## src/rtl/conv_layer_sequencer.sv

```systemverilog
// conv_layer_sequencer: multi-layer controller for the IMG2COL_GEMM core.
// Holds a descriptor table. On run it walks layers 0..num_layers-1. For each
// layer it loads the core configuration, pulses core_start, waits for the core,
// and flips the ping-pong bank.
// Optional watchdog: define SEQ_TIMEOUT_EN to enable the per-wait-state timeout.
//
// state     | meaning
// ----------+---------------------------------------------------------
// IDLE      | waiting for run
// LOAD      | copy table[layer_idx] into the core field registers
// START     | core_start is registered high on leaving this state
// WAIT_PARA | waiting for core_para_done
// WAIT_DONE | waiting for core_w_done
// SWAP      | toggle bank_sel, advance or finish
// FINISH    | done pulse
// ERROR     | watchdog expiry, set err, back to IDLE

`ifndef TENSOR_SIZE
`define TENSOR_SIZE 8
`endif
`ifndef KERNEL_SIZE
`define KERNEL_SIZE 4
`endif
`ifndef CHANNELS_SIZE
`define CHANNELS_SIZE 8
`endif
`ifndef STRIDE_SIZE
`define STRIDE_SIZE 2
`endif
`ifndef KERNEL_NUMS_SIZE
`define KERNEL_NUMS_SIZE 8
`endif
`ifndef SHIFT_WIDTH
`define SHIFT_WIDTH 5
`endif

module conv_layer_sequencer #(
   parameter int MAX_LAYERS     = 8,
   parameter int LIDX_W         = $clog2(MAX_LAYERS),
   parameter int TIMEOUT_CYCLES = 1048576,
   parameter int DESC_W         = `TENSOR_SIZE + `KERNEL_SIZE + `CHANNELS_SIZE +
                                  `STRIDE_SIZE + `KERNEL_NUMS_SIZE + `SHIFT_WIDTH
) (
   input  logic                          clk,
   input  logic                          rst,
   input  logic                          cfg_we,
   input  logic [LIDX_W-1:0]             cfg_addr,
   input  logic [DESC_W-1:0]             cfg_wdata,
   input  logic [LIDX_W:0]               num_layers,
   input  logic                          run,
   output logic                          busy,
   output logic                          done,
   output logic                          err,
   output logic [LIDX_W-1:0]             layer_idx,
   output logic                          bank_sel,
   output logic                          core_start,
   output logic [`TENSOR_SIZE-1:0]       core_tensor_size,
   output logic [`KERNEL_SIZE-1:0]       core_kernel_size,
   output logic [`CHANNELS_SIZE-1:0]     core_channels,
   output logic [`STRIDE_SIZE-1:0]       core_stride,
   output logic [`KERNEL_NUMS_SIZE-1:0]  core_kernel_nums,
   output logic [`SHIFT_WIDTH-1:0]       core_shift,
   input  logic                          core_para_done,
   input  logic                          core_w_done
);

   localparam int KS_LSB = `TENSOR_SIZE;
   localparam int CH_LSB = KS_LSB + `KERNEL_SIZE;
   localparam int ST_LSB = CH_LSB + `CHANNELS_SIZE;
   localparam int KN_LSB = ST_LSB + `STRIDE_SIZE;
   localparam int SH_LSB = KN_LSB + `KERNEL_NUMS_SIZE;
   localparam logic [LIDX_W:0] MAX_CNT = (LIDX_W+1)'(MAX_LAYERS);

   typedef enum logic [2:0] {
      IDLE, LOAD, START, WAIT_PARA, WAIT_DONE, SWAP, FINISH, ERROR
   } state_t;

   state_t            state, state_nxt;
   logic [DESC_W-1:0] desc_tbl [MAX_LAYERS];
   logic [LIDX_W:0]   layer_cnt;
   logic              last_layer;

   assign last_layer = ({1'b0, layer_idx} == (layer_cnt - 1'b1));
   assign done       = (state == FINISH);

`ifdef SEQ_TIMEOUT_EN
   logic [31:0] wdog;
   logic        wdog_exp;

   assign wdog_exp = (wdog == 32'(TIMEOUT_CYCLES - 1));

   // watchdog: restarts on every state change, counts cycles spent waiting
   always_ff @(posedge clk or posedge rst) begin
      if (rst)
         wdog <= '0;
      else if (state_nxt != state)
         wdog <= '0;
      else if (state == WAIT_PARA || state == WAIT_DONE)
         wdog <= wdog + 32'd1;
   end
`endif

   // descriptor table: no reset, writes are dropped while a sequence runs
   always_ff @(posedge clk) begin
      if (cfg_we && !busy)
         desc_tbl[cfg_addr] <= cfg_wdata;
   end

   // state register
   always_ff @(posedge clk or posedge rst) begin
      if (rst)
         state <= IDLE;
      else
         state <= state_nxt;
   end

   // next-state logic
   always_comb begin
      state_nxt = state;
      case (state)
         IDLE: begin
            if (run && num_layers <= MAX_CNT)
               state_nxt = (num_layers == '0) ? FINISH : LOAD;
         end
         LOAD:      state_nxt = START;
         START:     state_nxt = WAIT_PARA;
         WAIT_PARA: begin
            if (core_para_done)
               state_nxt = WAIT_DONE;
`ifdef SEQ_TIMEOUT_EN
            else if (wdog_exp)
               state_nxt = ERROR;
`endif
         end
         WAIT_DONE: begin
            if (core_w_done)
               state_nxt = SWAP;
`ifdef SEQ_TIMEOUT_EN
            else if (wdog_exp)
               state_nxt = ERROR;
`endif
         end
         SWAP:      state_nxt = last_layer ? FINISH : LOAD;
         FINISH:    state_nxt = IDLE;
         ERROR:     state_nxt = IDLE;
         default:   state_nxt = IDLE;
      endcase
   end

   // sequencing datapath: status flags, layer counter, bank select, core fields
   always_ff @(posedge clk or posedge rst) begin
      if (rst) begin
         busy             <= 1'b0;
         err              <= 1'b0;
         layer_idx        <= '0;
         layer_cnt        <= '0;
         bank_sel         <= 1'b0;
         core_start       <= 1'b0;
         core_tensor_size <= '0;
         core_kernel_size <= '0;
         core_channels    <= '0;
         core_stride      <= '0;
         core_kernel_nums <= '0;
         core_shift       <= '0;
      end else begin
         core_start <= (state == START);
         case (state)
            IDLE: begin
               if (run) begin
                  if (num_layers > MAX_CNT) begin
                     err <= 1'b1;
                  end else if (num_layers != '0) begin
                     layer_cnt <= num_layers;
                     layer_idx <= '0;
                     bank_sel  <= 1'b0;
                     err       <= 1'b0;
                     busy      <= 1'b1;
                  end
               end
            end
            LOAD: begin
               core_tensor_size <= desc_tbl[layer_idx][KS_LSB-1:0];
               core_kernel_size <= desc_tbl[layer_idx][CH_LSB-1:KS_LSB];
               core_channels    <= desc_tbl[layer_idx][ST_LSB-1:CH_LSB];
               core_stride      <= desc_tbl[layer_idx][KN_LSB-1:ST_LSB];
               core_kernel_nums <= desc_tbl[layer_idx][SH_LSB-1:KN_LSB];
               core_shift       <= desc_tbl[layer_idx][DESC_W-1:SH_LSB];
            end
            WAIT_PARA, WAIT_DONE: begin
               if (state_nxt == ERROR)
                  busy <= 1'b0;
            end
            SWAP: begin
               bank_sel <= ~bank_sel;
               if (last_layer)
                  busy <= 1'b0;
               else
                  layer_idx <= layer_idx + 1'b1;
            end
            ERROR:   err <= 1'b1;
            default: ;
         endcase
      end
   end

endmodule

```

## config.mk

```make
export PLATFORM = sky130hd
export DESIGN_NAME = conv_layer_sequencer
export DESIGN_NICKNAME = d
export VERILOG_FILES = /design/src/rtl/conv_layer_sequencer.sv
export SDC_FILE = /design/constraint.sdc
export NUM_CORES = 1
export LEC_CHECK = 0
export ABC_AREA = 1
export BUFFER_PORTS_ARGS = -buffer_cell sky130_fd_sc_hd__buf_4
export CAP_MARGIN = 10
export CORE_MARGIN = 5
export CORE_UTILIZATION = 45
export CTS_BUF_LIST = sky130_fd_sc_hd__clkbuf_8
export CTS_CLUSTER_DIAMETER = 200
export CTS_CLUSTER_SIZE = 24
export DETAILED_ROUTE_END_ITERATION = 8
export GPL_ROUTABILITY_DRIVEN = 0
export HOLD_SLACK_MARGIN = 0.06
export PLACE_DENSITY_LB_ADDON = 0.1
export SLEW_MARGIN = 10
export SYNTH_ARGS = -nofsm -noshare
export SYNTH_HDL_FRONTEND = slang
export SYNTH_SLANG_ARGS = --single-unit
```

## constraint.sdc

```tcl
create_clock -name clk -period 8.5 [get_ports clk]
set_clock_uncertainty 0.2 [all_clocks]
set_input_delay 1.7 -clock clk [delete_from_list [all_inputs] [get_ports clk]]
set_output_delay 1.7 -clock clk [all_outputs]
set_load 0.1 [all_outputs]
```

# Word level (Yosys, flattened, before mapping)
# Memories as Yosys holds them, arrays and structs flattened. A register that Yosys moved wholly into a read port is not among the register bits.
# Cells that the tools add are included.
# word_totals
elab_cells	72
mem_bits_rw	280
rom_bits	0
memories	1
register_bits	14
out_inout_bits	43
inputBits	48
latchBits	0
# classes
muxes	26
mul	0
n_eq_ne	16
div_mod_pow	0
magnitude_cmp	2
bitwise_logic	2
n_reduce_logical	16
n_addsub	2
shift	0
# memory_table
name	words	word_bits	read_ports	rd_ports_with_merged_regs	wr	line_no	source
desc_tbl	8	35	1	1	1	79	logic [DESC_W-1:0] desc_tbl [MAX_LAYERS];
# ops
cell	n
$mux 3	9
$pmux 3 s7	1
$eq 3x3->1 const B	5
$mux 1	12
$ne 2x2->1 const B	6
$reduce_and 4->1	2
$eq 3x2->1 const B	2
$pmux 3 s2	1
$reduce_and 6->1	1
$reduce_and 5->1	1
$eq 3x4->1	1
$gt 4x4->1 const B	1
$le 4x4->1 const B	1
$logic_not 4->1	1
$pmux 1 s2	2
$reduce_bool 2->1	2
$reduce_bool 4->1	1
$reduce_or 2->1	2
$sub 4x1->4 const B	1
$add 3x1->3 const B	1
$eq 3x1->1 const B	1
$logic_not 3->1	1
$ne 3x3->1 const B	1
$pmux 1 s3	1
5 further kinds	7

# Longest topological paths before layout
# depth
word_depth	7
mapped_depth	10
depth_no_buf	10

# Least setup slack after synthesis
# Ideal clock, no wire load.
# synth_path
kind	register to output
start	register state[1]
end	output done
slack_ns	4.008
path_stages_with_launch	3
n_path_buf	0
arrival_ns	2.592
cell_sequence	dfrtp_1 -> inv_2 -> nor3_1
# synth_via
elab_chain_len	1
# synth_rtl
item	line_no	source
start: declaration	78	state_t state, state_nxt;
start signal: assignment	114	state <= state_nxt;
$eq 3x3->1	84	assign done = (state == FINISH);
end: declaration	52	output logic done,
# No other way between the ends.

# Worst setup path after layout
# layout_path
start	register layer_idx[1]
end	output layer_idx[1]
# layout_rtl
item	line_no	source
start: declaration	54	output logic [LIDX_W-1:0] layer_idx,
start signal: assignment	198	layer_idx <= layer_idx + 1'b1;
# No word-level cell between the ends.

==> key figures <==
Outcome
  – Run status: completed

GRT
  – Vias in the first global route: 7908
  – Largest net degree at the start of global routing: roughly 110
  – Initial antenna violation count: 0
  – GRT overflow: 0
  – First-pass GRT wire length: about 46 mm
  – GR Util All Layers: around 18%

STA
  – Final setup TNS: 0 ps
  – Fmax: 275 MHz
  – Worst-Margin Slew: about 1200 ps
  – RSZ-0062 raised after global routing: no
  – Final Hold Slack: about 320 ps
  – Slew margin rel.: about a fifth
  – Final Hold Viols: 0
  – Fin crit period: 3640 ps
  – Period utilization: approximately 43%
  – Endpoints failing setup: 0
  – Slew Limit Fails: 0

Detailed routing
  – M1 wire length: approximately 13 mm
  – WL met3: approximately 1.1 mm
  – DRT Wirelength: between 20 and 30 mm
  – Detailed-route via count: 7916
  – Starting DRC count in detailed routing: 641
  – Max layer used: met4
  – Residual DRC: 0
  – Final ANT Viol Nets: 0
  – Pre-antenna DRT Iters: 5
  – Routed len/inst: approximately 20 um
  – Met2 routed WL: 13.7 mm
  – Vias/cell: between 5 and 6

Floorplan
  – Die Ht: about 180 um
  – Initial Util: a little under half
  – Die Footprint: 0.0325 mm^2
  – Die W: roughly 180 um
  – Row count: 62
  – Boundary pin count: 91
  – Core footprint: 0.0286 mm^2

Finish
  – Fillers: between 2000 and 3000
  – Layout cells sized above 1: 14.0%
  – Antenna diodes: 0
  – Area grow syn2layout: 9.44%
  – Final nets: roughly 1100
  – Final Cell Area: ~0.014 mm^2

CTS
  – Clk slew on worst S/H paths: around 150 ps
  – # H-tree levels: 1
  – Clock sinks: approximately 330
  – Cts bufs inserted: 17
  – CTS tree: yes
  – CTS root buffer: clkbuf_8
  – Resize count post-CTS: 0
  – Hold_buf cts: 0
  – Postcts setup bufs: 0
  – Clock Latency Late Sink: 550 ps
  – CTS max path bufs: 3

Synth
  – Synth Instances: just over 1000
  – Synth unique cells: 33
  – Ys Warns: 0
  – Synthesized Nets: around 1100
  – Number of flops mapped to enable cells by yosys: 280
  – Sequential-to-total area share from yosys stat: 73.9%
  – Avg Inst Size Synth: roughly 13 um^2
  – Post-synth ARST share: ~15%
  – Synth Register Bits: between 300 and 400
  – Synth Flop Type: edfxtp_1
  – Netlist Area Pre-Place: roughly 0.013 mm^2

Power and ir drop
  – Power Density: just over 300 mW/mm^2
  – Static Leak: 4.96 nW
  – Maximum vdd drop: 173 uV

Critical path
  – CP top delay family: flip-flops
  – Critical path class: reg -> out
  – Crit-path slowest cell: dfrtp_2
  – Max FO, Critical Path: 30
  – CP Capture Type: primary output
  – CP Launch Type: register
  – CP cell instances: buf_4
  – CP required: about 6600 ps
  – Worst path max stage delay: slightly below 800 ps
  – Data arrival time of the critical path: roughly 1700 ps
  – Worst path bufs/invs: 1

Place
  – DPL Wire Length: 14.9 mm
  – DP Area: 0.0140 mm^2
  – Port bufs: 90

Min path
  – HP Class: reg -> reg

Flow run
  – MaxCap Viol Count: 0
-- report_power, final --
| group | internal, mW | total, mW | switching [mW] |
|---|---|---|---|
| sequential | 1.90 | 2.01 | 0.103 |
| clock | 0.191 | 0.652 | 0.461 |
| combinational | 0.362 | 1.66 | 1.30 |
-- per-stage QoR --
step / utilization (%) / cells / power (mW) / worst slack [ps]
floorplan: - / 1019 / 3.36 / 4010
global route: 49.9 / 1468 / 4.56 / 4750
global placement: 48.9 / 1443 / 3.71 / 5020
detailed placement: 48.9 / 1443 / 3.72 / 5010
CTS: 49.9 / 1468 / 4.37 / 4810
finish: 49.9 / 1468 / 4.32 / 4860
-- synthesized netlist by cell type, types with 3 or more instances --
| library cell | n | share of area (%) |
|---|---|---|
| nor2_1 | 207 | 6.0 |
| o21ai_1 | 40 | 1.5 |
| nand2_1 | 74 | 2.1 |
| o21ai_0 | 145 | 5.6 |
| o211ai_1 | 53 | 3.1 |
| dfrtp_1 | 49 | 9.4 |
| clkbuf_1 | 26 | 0.75 |
| inv_2 | 6 | 0.17 |
| buf_6 | 9 | 0.78 |
| nor2_4 | 3 | 0.26 |
| buf_4 | 9 | 0.52 |
| nand2_2 | 3 | 0.14 |
| nand3_1 | 41 | 1.6 |
| o221ai_1 | 17 | 1.1 |
| a21oi_1 | 3 | 0.12 |
| buf_2 | 19 | 0.73 |
| edfxtp_1 | 280 | 64 |
| inv_1 | 15 | 0.43 |
-- area by class of cell --
cell class / instances / area (um^2) / share of cell area, %
sequential: 329 / 9640 / 67.6
multi-input combinational: 603 / 3010 / 21.1
clock inverter: 8 / 35.0 / 0.246
timing repair buffer: 104 / 781 / 5.47
clock buffer: 17 / 234 / 1.64
inverter: 23 / 90.1 / 0.631
tap: 384 / 480 / 3.37
-- flip-flops by register name (all words and copies together) (netlist names) --
name	cells
layer_cnt	4
core_channels	8
core_shift	5
core_kernel_size	4
core_start	1
err	1
state	3
desc_tbl	280
core_tensor_size	8
core_stride	2
bank_sel	1
core_kernel_nums	8
layer_idx	3
busy	1
-- per-layer routing --
layer	up-vias	GRT usage, %
met3	25	2.14
met2	149	29.9
li1	3793	-
met4	0	3.09
met5	-	0
met1	3949	24.8
-- cells by family after synthesis --
group / share of synthesized area (%)
simple gates: 10.6
flops: 73.9
compound gates: 11.7
buf+inv: 3.49
xor+xnor: 0.134
fa+ha+maj: 0.192
-- cells in the final DEF, fill, tap and decap left out --
cell and count:
dfrtp_1 46, nand2_1 74, inv_1 21, inv_4 1
nand3_1 41, dfrtp_4 1, nand4_4 1, inv_2 7
clkinv_2 1, nor2_4 11, xnor2_1 1, inv_6 1
o21ai_0 145, a21boi_1 1, edfxtp_1 280, o221ai_1 17
nor3_1 2, nand4_1 1, dfrtp_2 2, nor2_1 199
ha_1 2, nand3b_1 1, o21ai_1 40, clkbuf_8 17
o22ai_1 2, nand2_4 2, a21oi_1 3, nor2_2 1
o211ai_1 53, a31oi_1 2, xor2_1 1, nand2_2 3
buf_4 104
-- path summary, 6_finish.rpt --
check	slack, ps	cells after the start	from	end
worst max-delay path	4860	1	layer_idx[1]	layer_idx[1]
worst min-delay path	320	1	bank_sel	bank_sel
worst max register to register	5410	8	layer_idx[0]	core_tensor_size[6]
worst min register to register	320	1	bank_sel	bank_sel
max in group asynchronous	6410	3	rst	layer_idx[0]
min in group asynchronous	1140	3	rst	core_kernel_nums[4]
No activity file was read; power rests on OpenSTA's default activity.
